===== config.mk =====
export PLATFORM = sky130hd
export DESIGN_NAME = block_words
export DESIGN_NICKNAME = d
export VERILOG_FILES = /design/src/rtl/block_words.sv
export SDC_FILE = /design/constraint.sdc
export NUM_CORES = 1
export LEC_CHECK = 0
export ABC_CLOCK_PERIOD_IN_PS = 4850
export CAP_MARGIN = 20
export CORE_MARGIN = 4
export CORE_UTILIZATION = 54
export DETAILED_ROUTE_END_ITERATION = 16
export MAX_ROUTING_LAYER = met4
export PLACE_DENSITY = 0.86
export SETUP_SLACK_MARGIN = 0.4
export SLEW_MARGIN = 5
export SYNTH_ARGS = -nofsm -noshare
export SYNTH_HDL_FRONTEND = slang
export SYNTH_SLANG_ARGS = --single-unit

===== constraint.sdc =====
create_clock -name clk -period 4.85 [get_ports clk]
set_input_delay 0.7275 -clock clk [delete_from_list [all_inputs] [get_ports clk]]
set_output_delay 0.7275 -clock clk [all_outputs]
set_load 0.01 [all_outputs]

===== src/rtl/block_words.sv =====
// rtl/block_words.sv - serialises WORD_W*WORDS-bit blocks into WORD_W-bit words, word 0 from the MSBs
// Optional BLOCK_WORDS_LAST_EN adds a registered word_last flag on the final word of each block.
module block_words #(
    parameter int WORD_W = 32,
    parameter int WORDS  = 4
) (
    input  logic                      clk,
    input  logic                      rst,
    input  logic                      block_valid,
    output logic                      block_ready,
    input  logic [WORD_W*WORDS-1:0]   block,
    output logic                      word_valid,
    input  logic                      word_ready,
`ifdef BLOCK_WORDS_LAST_EN
    output logic                      word_last,
`endif
    output logic [WORD_W-1:0]         word
);

    localparam int BLK_W = WORD_W * WORDS;
    localparam int CW    = $clog2(WORDS + 1);

    logic [BLK_W-1:0] sr;
    logic [BLK_W-1:0] sr_nxt;
    logic [CW-1:0]    cnt;
    logic [CW-1:0]    cnt_nxt;
    logic             load;
    logic             shift;

    // A new block may only enter when the register is empty or its last word leaves this cycle.
    assign block_ready = !rst && ((cnt == '0) || ((cnt == CW'(1)) && word_ready));
    assign word_valid  = (cnt != '0);
    assign word        = sr[BLK_W-1 -: WORD_W];

    assign load  = block_valid && block_ready;
    assign shift = word_valid && word_ready && !load;

    always_comb begin
        sr_nxt  = sr;
        cnt_nxt = cnt;
        if (load) begin
            sr_nxt  = block;
            cnt_nxt = CW'(WORDS);
        end else if (shift) begin
            sr_nxt  = sr << WORD_W;
            cnt_nxt = cnt - CW'(1);
        end
    end

    always_ff @(posedge clk) begin
        if (rst) begin
            sr  <= '0;
            cnt <= '0;
        end else begin
            sr  <= sr_nxt;
            cnt <= cnt_nxt;
        end
    end

`ifdef BLOCK_WORDS_LAST_EN
    // Tracks cnt==1 from the next-state value so the flag is a plain register output.
    always_ff @(posedge clk) begin
        if (rst) begin
            word_last <= 1'b0;
        end else begin
            word_last <= (cnt_nxt == CW'(1));
        end
    end
`endif

endmodule


-- Word-level counts from Yosys, hierarchy flattened
Index checks and enable logic that the tools add are counted.
- register bits after elaboration: 131
- word-level logic and storage cells: 21
- add/subtract/negate cells: 1
- eq/ne operators: 1
- muxes and demuxes: 4
- reductions and logical operators: 12
- operators by type and width (kind ; number):
    128-bit two-way mux ; 2
    3-bit two-way mux ; 2
    1-bit logical AND ; 5
    3-bit by 1-bit equality test with 1-bit output (second input constant) ; 1
    3-bit logical NOT ; 1
    3-bit nonzero test ; 1
    3-bit by 1-bit subtractor with 3-bit output (second input constant) ; 1
    1-bit logical NOT ; 2
    2-bit nonzero test ; 1
    2-bit OR reduction ; 1
    1-bit logical OR ; 1

-- Longest topological paths before layout
Gate-level depths: netlist of the first run.
- depth in word-level cells: 9
- mapped depth: 9
- mapped depth without buffers: 6

-- Worst setup path after synthesis of the first run
No wires, ideal clock.
- kind: register -> output
- start: register cnt[0]
- end: output block_ready
- arrival time: 1.615 ns
- required time: 4.123 ns
- path slack: 2.507 ns
- cell stages (with the launch flop): 9
- path buffers: 3
- cell sequence: dfxtp_1 inv_1 ha_1 ha_1 buf_2 clkbuf_1 buf_1 nor2_1 nor2_1
- longest elaborated chain between the ends: 4
- elaborated cells between the ends (all ways): 5
- classes of those cells: 1 x eq/ne; 4 x reduce/logical
- RTL lines (element ; line ; text):
    start: declaration ; 25 ; logic [CW-1:0] cnt;
    start signal: assignment ; 56 ; cnt <= cnt_nxt;
    3-bit by 1-bit equality test with 1-bit output ; 31 ; assign block_ready = !rst && ((cnt == '0) || ((cnt == CW'(1)) && word_ready));
    1-bit logical AND ; 31 ;
    1-bit logical OR (*) ; 31 ;
    1-bit logical AND (*) ; 31 ;
    end: declaration ; 10 ; output logic block_ready,
Mark *: on every way between the ends. The rest lies on a longest branch, timed or not.

-- Worst setup path in the final report of the first run
- start: input word_ready
- end: output block_ready
- longest elaborated chain between the ends: 3
- RTL lines (element ; line ; text):
    start: declaration ; 13 ; input logic word_ready,
    1-bit logical AND ; 31 ;
    1-bit logical OR ; 31 ;
    1-bit logical AND ; 31 ;
Every way passes these cells.

==> results of run 1 <==
cell families (layout without fill, tap and decap cells):
| group | after synthesis | after routing | share of synthesized area (%) |
|---|---|---|---|
| muxes | 129 | 129 | 19.42 |
| AOI/OAI and AO/OA | 195 | 195 | 28.00 |
| buffers and inverters | 114 | 211 | 9.492 |
| and+or+nand+nor | 40 | 40 | 4.144 |
| adders and majority gates | 3 | 3 | 0.5477 |
| DFF | 131 | 131 | 38.26 |
| xor gates and xnor gates | 1 | 1 | 0.1278 |
cell usage in the layout, fill, tap and decap left out, drive strengths merged:
| cell | netlist | layout |
|---|---|---|
| a2111oi | 1 | 1 |
| and3b | 1 | 1 |
| buf | 65 | 12 |
| clkbuf | 45 | 26 |
| clkdlybuf4s50 | 0 | 164 |
| clkinv | 0 | 5 |
| dfxtp | 131 | 131 |
| ha | 3 | 3 |
| inv | 4 | 4 |
| mux2 | 32 | 32 |
| mux2i | 97 | 97 |
| nand2b | 1 | 1 |
| nor2 | 3 | 3 |
| nor2b | 2 | 2 |
| nor3 | 1 | 1 |
| nor3b | 32 | 32 |
| o211ai | 96 | 96 |
| o21a | 1 | 1 |
| o21ba | 1 | 1 |
| o31ai | 96 | 96 |
| xnor2 | 1 | 1 |
through the flow:
step                area, um2  std cells
floorplan                6854        613
global placement         8223        847
detailed placement       8223        847
CTS                      8757        878
global route             8757        878
finish                   8757        878
layer usage:
metal	vias up	wire length [um]
met5	-	0
met4	0	274
met3	27	901
met2	174	8503
met1	2600	7470
li1	2491	-
sequential cells by signal (all words and copies together), names as in the netlist:
register / cells
sr: 128
cnt: 3
worst reg2reg max path, delay by kind of cell (launching register included):
kind,cells,cell delay [ps]
AO/OA/AOI/OAI,2,570
adder cells (fa/ha/maj),2,700
buffers and inverters,4,1490
flip-flops,1,310
how the worst max path moves through the flow:
stage,start,end
floorplan,cnt[0],block_ready
detailed placement,word_ready,sr[117]
finish,word_ready,block_ready
CTS,word_ready,block_ready
global placement,word_ready,block_ready
global route,word_ready,block_ready
layout make-up:
type	instances	share of cell area (%)
clock buffer	26	5.815
clock inverter	5	0.2858
inverter	4	0.1715
multi-input combinational	368	41.42
sequential	131	29.95
tap	168	2.400
timing repair buffer	176	19.96
report_power, final:
part	internal [mW]	leakage, nW	total (mW)	switching (mW)
Clock	0.714	0.270	1.15	0.435
Sequential	1.43	1.08	1.63	0.198
Combinational	0.933	2.08	2.05	1.11
==> out/qor.log, run 1 <==
INFO  status         status=completed
INFO  clocking       cts_resized=0
INFO  routing        wl=17,150um
INFO  global_route   grt_antenna_before_repair=0
INFO  setup_path     worst_ep_required_time=4120ps
INFO  final_layout   post-route-util=71.71%
INFO  sta            timing.final.hold_violations=0
INFO  place          dp.final_hpwl=10,970um
INFO  sta            unrepaired_setup_endpoints_after_global_routing=no
INFO  synth          synth_flop_cell=sky130_fd_sc_hd__dfxtp_1
INFO  clocking       tritoncts=yes
INFO  clocking       clk_transition_reported_paths=50ps
INFO  global_route   grt_start_max_net_pins=97
INFO  global_route   globalRouteOverflowTotal=0
INFO  final_layout   multi_input_comb_area=0.003627mm2
INFO  sta            finClkSkew=6.750ps
INFO  synth          netlist.area_leader.share=38.26%
INFO  sta            post-route-period-util=69.45%
INFO  routing        detail_route.wl_per_cell=19.53um
INFO  global_route   grt_pass1_wl=27,370um
INFO  routing        route.detailed.drc=0
INFO  floorplan      core_region_area=0.01221mm2
INFO  setup_path     critical_path_buffer_and_inverter_count=2
INFO  sta            layout_min_cycle_time=3368ps
INFO  synth          synthDominantAreaCellType=sky130_fd_sc_hd__dfxtp_1
INFO  clocking       numCtsBuffers=17
INFO  floorplan      effective_utilization_at_floorplan=56.13%
INFO  global_route   globalRoute.busiestLayer=met2
INFO  floorplan      die_h=120.7um
INFO  clocking       clockBufferDepth=2
INFO  routing        ant_nets=0
INFO  power          peak_ir_drop_on_the_vdd_network=0.3458mV
INFO  final_layout   layout-drive-gt1-share=23.66%
INFO  power          pwr_density=550.8mW/mm2
INFO  setup_path     cells_along_the_critical_path=clkdlybuf4s50_1 > and3b_4 > nor2_1 > nor2_1 > clkdlybuf4s50_1
INFO  synth          async_s_r_ff_share_synth=0%
INFO  routing        viasPerCell=6.027
INFO  setup_path     crit_fanout=42
INFO  synth          synth.avg_cell_area=11.18um2
INFO  setup_path     worstSetupPathDepth=5
INFO  final_layout   area.growth.synth_to_final=27.77%
INFO  synth          post_synth_most_frequent_cells=sky130_fd_sc_hd__dfxtp_1, sky130_fd_sc_hd__mux2i_1, sky130_fd_sc_hd__o211ai_1
INFO  floorplan      chipWidth=120.7um
INFO  power          power=4.823mW
INFO  sta            timing.hold.ws=552.2ps
INFO  clocking       post-cts-setup-buffer-count=0
INFO  global_route   groute.layer.met2.usage=39.02%
INFO  floorplan      ioPinCount=166
INFO  global_route   track_usage=23.89%
INFO  global_route   met3_usage=5.472%
INFO  synth          yosys_register_bits=131
INFO  synth          yosys-top-cells-area=sky130_fd_sc_hd__dfxtp_1, sky130_fd_sc_hd__o31ai_2, sky130_fd_sc_hd__mux2i_1
INFO  setup_path     r2r.worst_path.cells=8
INFO  clocking       clock_insertion_delay_worst_skew=410ps
INFO  sta            max-slew-margin-rel=29.39%
INFO  synth          synthesis.nets=748
INFO  global_route   grt_pass1_vias=5,327
INFO  setup_path     origin_of_the_critical_flop_to_flop_path=cnt[1]
INFO  synth          synth-edff-count=0
INFO  clocking       cts.htree.levels=4
INFO  synth          synth_cell_types=23
INFO  final_layout   final_nets=833
INFO  sta            max_freq=296.9MHz
INFO  setup_path     critPathKind=input pin to output port
INFO  routing        drt_iter0_markers=427
INFO  job            cap_violations=0
INFO  power          total_leakage_power=3.425nW
INFO  min_path       hold-path-endpoint=cnt[1]
INFO  clocking       hold_buf_cts=0
INFO  place          pre_cts_slack=1483ps
INFO  setup_path     reg2reg_slack=1630ps
INFO  sta            finalSetupTns=0ps
INFO  floorplan      design.die.area=0.01456mm2
INFO  place          place_congestion=0.8124
INFO  place          io_buffer_count=165
INFO  setup_path     endpoint_kind=output port
INFO  setup_path     worst_ep_arrival_time=2640ps
INFO  synth          yosys.cell_count.top_type=sky130_fd_sc_hd__dfxtp_1
INFO  min_path       worstHoldStart=cnt[1]
INFO  synth          synth.yosys.seq_area_share=38.26%
INFO  min_path       hold-path-cell-count=2
INFO  sta            timing.final.setup_violations=0
INFO  routing        vias=5,292
INFO  sta            setup_slack=1482ps
INFO  setup_path     worst_r2r_endpoint=sr[111]
INFO  setup_path     critPathTopFamily=buffers and inverters
INFO  global_route   grt_util_met1=29.92%
INFO  setup_path     slowest_delay=610ps
INFO  floorplan      rows=40
INFO  setup_path     type_of_origin_of_the_critical_path=input pin
INFO  routing        drt-pass1-iter-count=4
INFO  final_layout   regArea=0.002623mm2
INFO  final_layout   diodes=0
INFO  clocking       root_buffer=sky130_fd_sc_hd__clkbuf_16
INFO  synth          synth_cells=613
INFO  final_layout   nFillCells=888
INFO  clocking       clock_sinks=131
INFO  sta            worstMarginPinSlew=1059ps
INFO  sta            report.final.slew_viol_count=0
INFO  synth          mappedNetlistArea=0.006854mm2
INFO  setup_path     timing.critical_path.slowest_stage_cell=sky130_fd_sc_hd__and3b_4
INFO  synth          yosys_warnings=0
INFO  min_path       min_delay_worst_type=register to register
No activity file was read; power rests on OpenSTA's default activity.
==> inputs of run 2 (changes only) <==
Settings changed: ABC_CLOCK_PERIOD_IN_PS 4850 to 3400, CORE_UTILIZATION 54 to 50, PLACE_DENSITY 0.86 to 0.81.
Clock period 4.85 ns to 3.4 ns, I/O delays scaled along.
==> run 2 against run 1 <==
Net effect:
- power grew 49%
- utilization is 4.8 points lower
- clock power rose by 65%
- clock skew increased by 1.6 ps
- worst hold slack better by 4.1 ps
- sequential cell count unchanged
- die area increased by 7.5%
- combinational power is 44% higher
- via count down 1.0%
- global-route usage is 1.8 points lower
==> out/qor.log, run 2 (same netlist as run 1, synthesis figures left out) <==
INFO  final_layout   nFillCells=1,008
INFO  clocking       tritoncts=yes
INFO  setup_path     timing.critical_path.slowest_stage_cell=sky130_fd_sc_hd__clkdlybuf4s50_1
INFO  place          io_buffer_count=165
INFO  setup_path     critical_path_buffer_and_inverter_count=2
INFO  sta            timing.final.hold_violations=0
INFO  floorplan      ioPinCount=166
INFO  sta            max_freq=361.5MHz
INFO  setup_path     worst_ep_arrival_time=2260ps
INFO  setup_path     crit_path_end=block_ready
INFO  min_path       min_delay_worst_type=register to register
INFO  clocking       root_buffer=sky130_fd_sc_hd__clkbuf_16
INFO  sta            finalSetupTns=0ps
INFO  floorplan      design.die.area=0.01565mm2
INFO  place          pre_cts_slack=774.5ps
INFO  setup_path     critPathKind=register to output port
INFO  final_layout   largest_register_ffs=128
INFO  final_layout   layout.cells.non_filler=891
INFO  setup_path     cp-startpoint=cnt[0]
INFO  final_layout   stdcell_area=0.008935mm2
INFO  clocking       clock_sinks=131
INFO  setup_path     cpMostUsedCell=sky130_fd_sc_hd__nor2_1
INFO  final_layout   post-route-util=66.94%
INFO  final_layout   largest-register=sr
INFO  clocking       hold_buf_cts=0
INFO  setup_path     endpoint_kind=output port
INFO  place          place_congestion=0.7915
INFO  power          power=7.194mW
INFO  routing        viasPerCell=5.878
INFO  final_layout   area.growth.synth_to_final=30.36%
INFO  final_layout   final_nets=837
INFO  sta            worstMarginPinSlew=1040ps
INFO  global_route   grt_pass1_vias=5,444
INFO  setup_path     worst_r2r_endpoint=sr[90]
INFO  final_layout   top_regs=sr (128), cnt (3)
INFO  final_layout   layout-drive-gt1-share=24.76%
INFO  power          peak_ir_drop_on_the_vdd_network=0.5708mV
INFO  setup_path     origin_of_the_critical_flop_to_flop_path=cnt[0]
INFO  floorplan      effective_utilization_at_floorplan=51.35%
INFO  power          pwr_density=805.2mW/mm2
INFO  routing        vias=5,237
INFO  setup_path     worstSetupPathDepth=6
INFO  clocking       post-cts-setup-buffer-count=0
INFO  setup_path     slowest_delay=550ps
INFO  place          dpl-instance-area=0.008313mm2
INFO  sta            report.final.slew_viol_count=0
INFO  final_layout   most-common-layout-cells=sky130_fd_sc_hd__clkdlybuf4s50_1, sky130_fd_sc_hd__dfxtp_1, sky130_fd_sc_hd__mux2i_1
INFO  clocking       clockBufferDepth=2
INFO  floorplan      chipWidth=125.1um
INFO  routing        wl=17,410um
INFO  setup_path     type_of_origin_of_the_critical_path=register
INFO  setup_path     worst_ep_required_time=2890ps
INFO  global_route   grt_antenna_before_repair=0
INFO  clocking       numCtsBuffers=17
INFO  sta            unrepaired_setup_endpoints_after_global_routing=no
INFO  sta            post-route-period-util=81.36%
INFO  floorplan      core_region_area=0.01335mm2
INFO  status         status=completed
INFO  setup_path     r2r.worst_path.cells=7
INFO  sta            setup_slack=633.7ps
INFO  routing        detail_route.wl_per_cell=19.54um
INFO  global_route   globalRouteOverflowTotal=0
INFO  place          dp.final_hpwl=11,000um
INFO  sta            max-slew-margin-rel=30.65%
INFO  job            cap_violations=0
INFO  clocking       cts_resized=0
INFO  clocking       cts.htree.levels=4
INFO  setup_path     crit_fanout=48
INFO  routing        drt_iter0_markers=320
INFO  routing        route.detailed.drc=0
INFO  clocking       clk_transition_reported_paths=60ps
INFO  sta            timing.hold.ws=556.3ps
INFO  power          total_leakage_power=3.505nW
INFO  routing        ant_nets=0
INFO  sta            finClkSkew=8.331ps
INFO  setup_path     cells_along_the_critical_path=inv_1 > ha_1 > ha_4 > nor2_1 > nor2_1 > clkdlybuf4s50_1
INFO  sta            timing.final.setup_violations=0
INFO  setup_path     critPathTopFamily=adder cells
INFO  final_layout   diodes=0
INFO  global_route   track_usage=22.09%
INFO  clocking       clock_insertion_delay_worst_skew=410ps
INFO  floorplan      die_h=125.1um
INFO  sta            layout_min_cycle_time=2766ps
INFO  global_route   grt_pass1_wl=27,770um
INFO  place          dp_cells=859
INFO  global_route   grt_start_max_net_pins=97
INFO  routing        drt-pass1-iter-count=4
INFO  final_layout   layout_commonest_cell=sky130_fd_sc_hd__clkdlybuf4s50_1
INFO  floorplan      rows=42
INFO  setup_path     reg2reg_slack=1010ps
run 2: per-layer routing:
metal,track usage [%],part of all wire (%),vias up
li1,-,-,2490
met1,26.96,43,2570
met2,36.70,51,157
met3,4.904,5.0,20
met4,6.696,1.3,0
met5,-,0,-
run 2: cell type report:
cell class	instances	area, um2	share of cell area (%)
Sequential cell	131	2623	29.35
Timing Repair Buffer	180	1828	20.46
Clock inverter	10	127.6	1.428
Inverter	4	15.01	0.1680
Multi-Input combinational cell	368	3627	40.60
Clock buffer	22	494.2	5.531
Tap cell	176	220.2	2.465
run 2: worst min-delay path, stage by stage, from the launching register on:
cell and delay (ps):
sky130_fd_sc_hd__dfxtp_1 310, sky130_fd_sc_hd__mux2i_1 120, sky130_fd_sc_hd__o31ai_1 80
run 2: worst min path at each step:
stage,cells after the start,to,start
global route,2,sr[54],sr[22]
finish,2,sr[104],sr[104]
CTS,2,sr[104],sr[104]
global placement,2,cnt[1],cnt[1]
detailed placement,2,sr[104],sr[104]
floorplan,2,sr[103],sr[103]
run 2: report_power, final:
part | internal, mW | switching, mW
combinational | 1.37 | 1.59
clock | 1.24 | 0.657
sequential | 2.04 | 0.297
total | 4.65 | 2.54
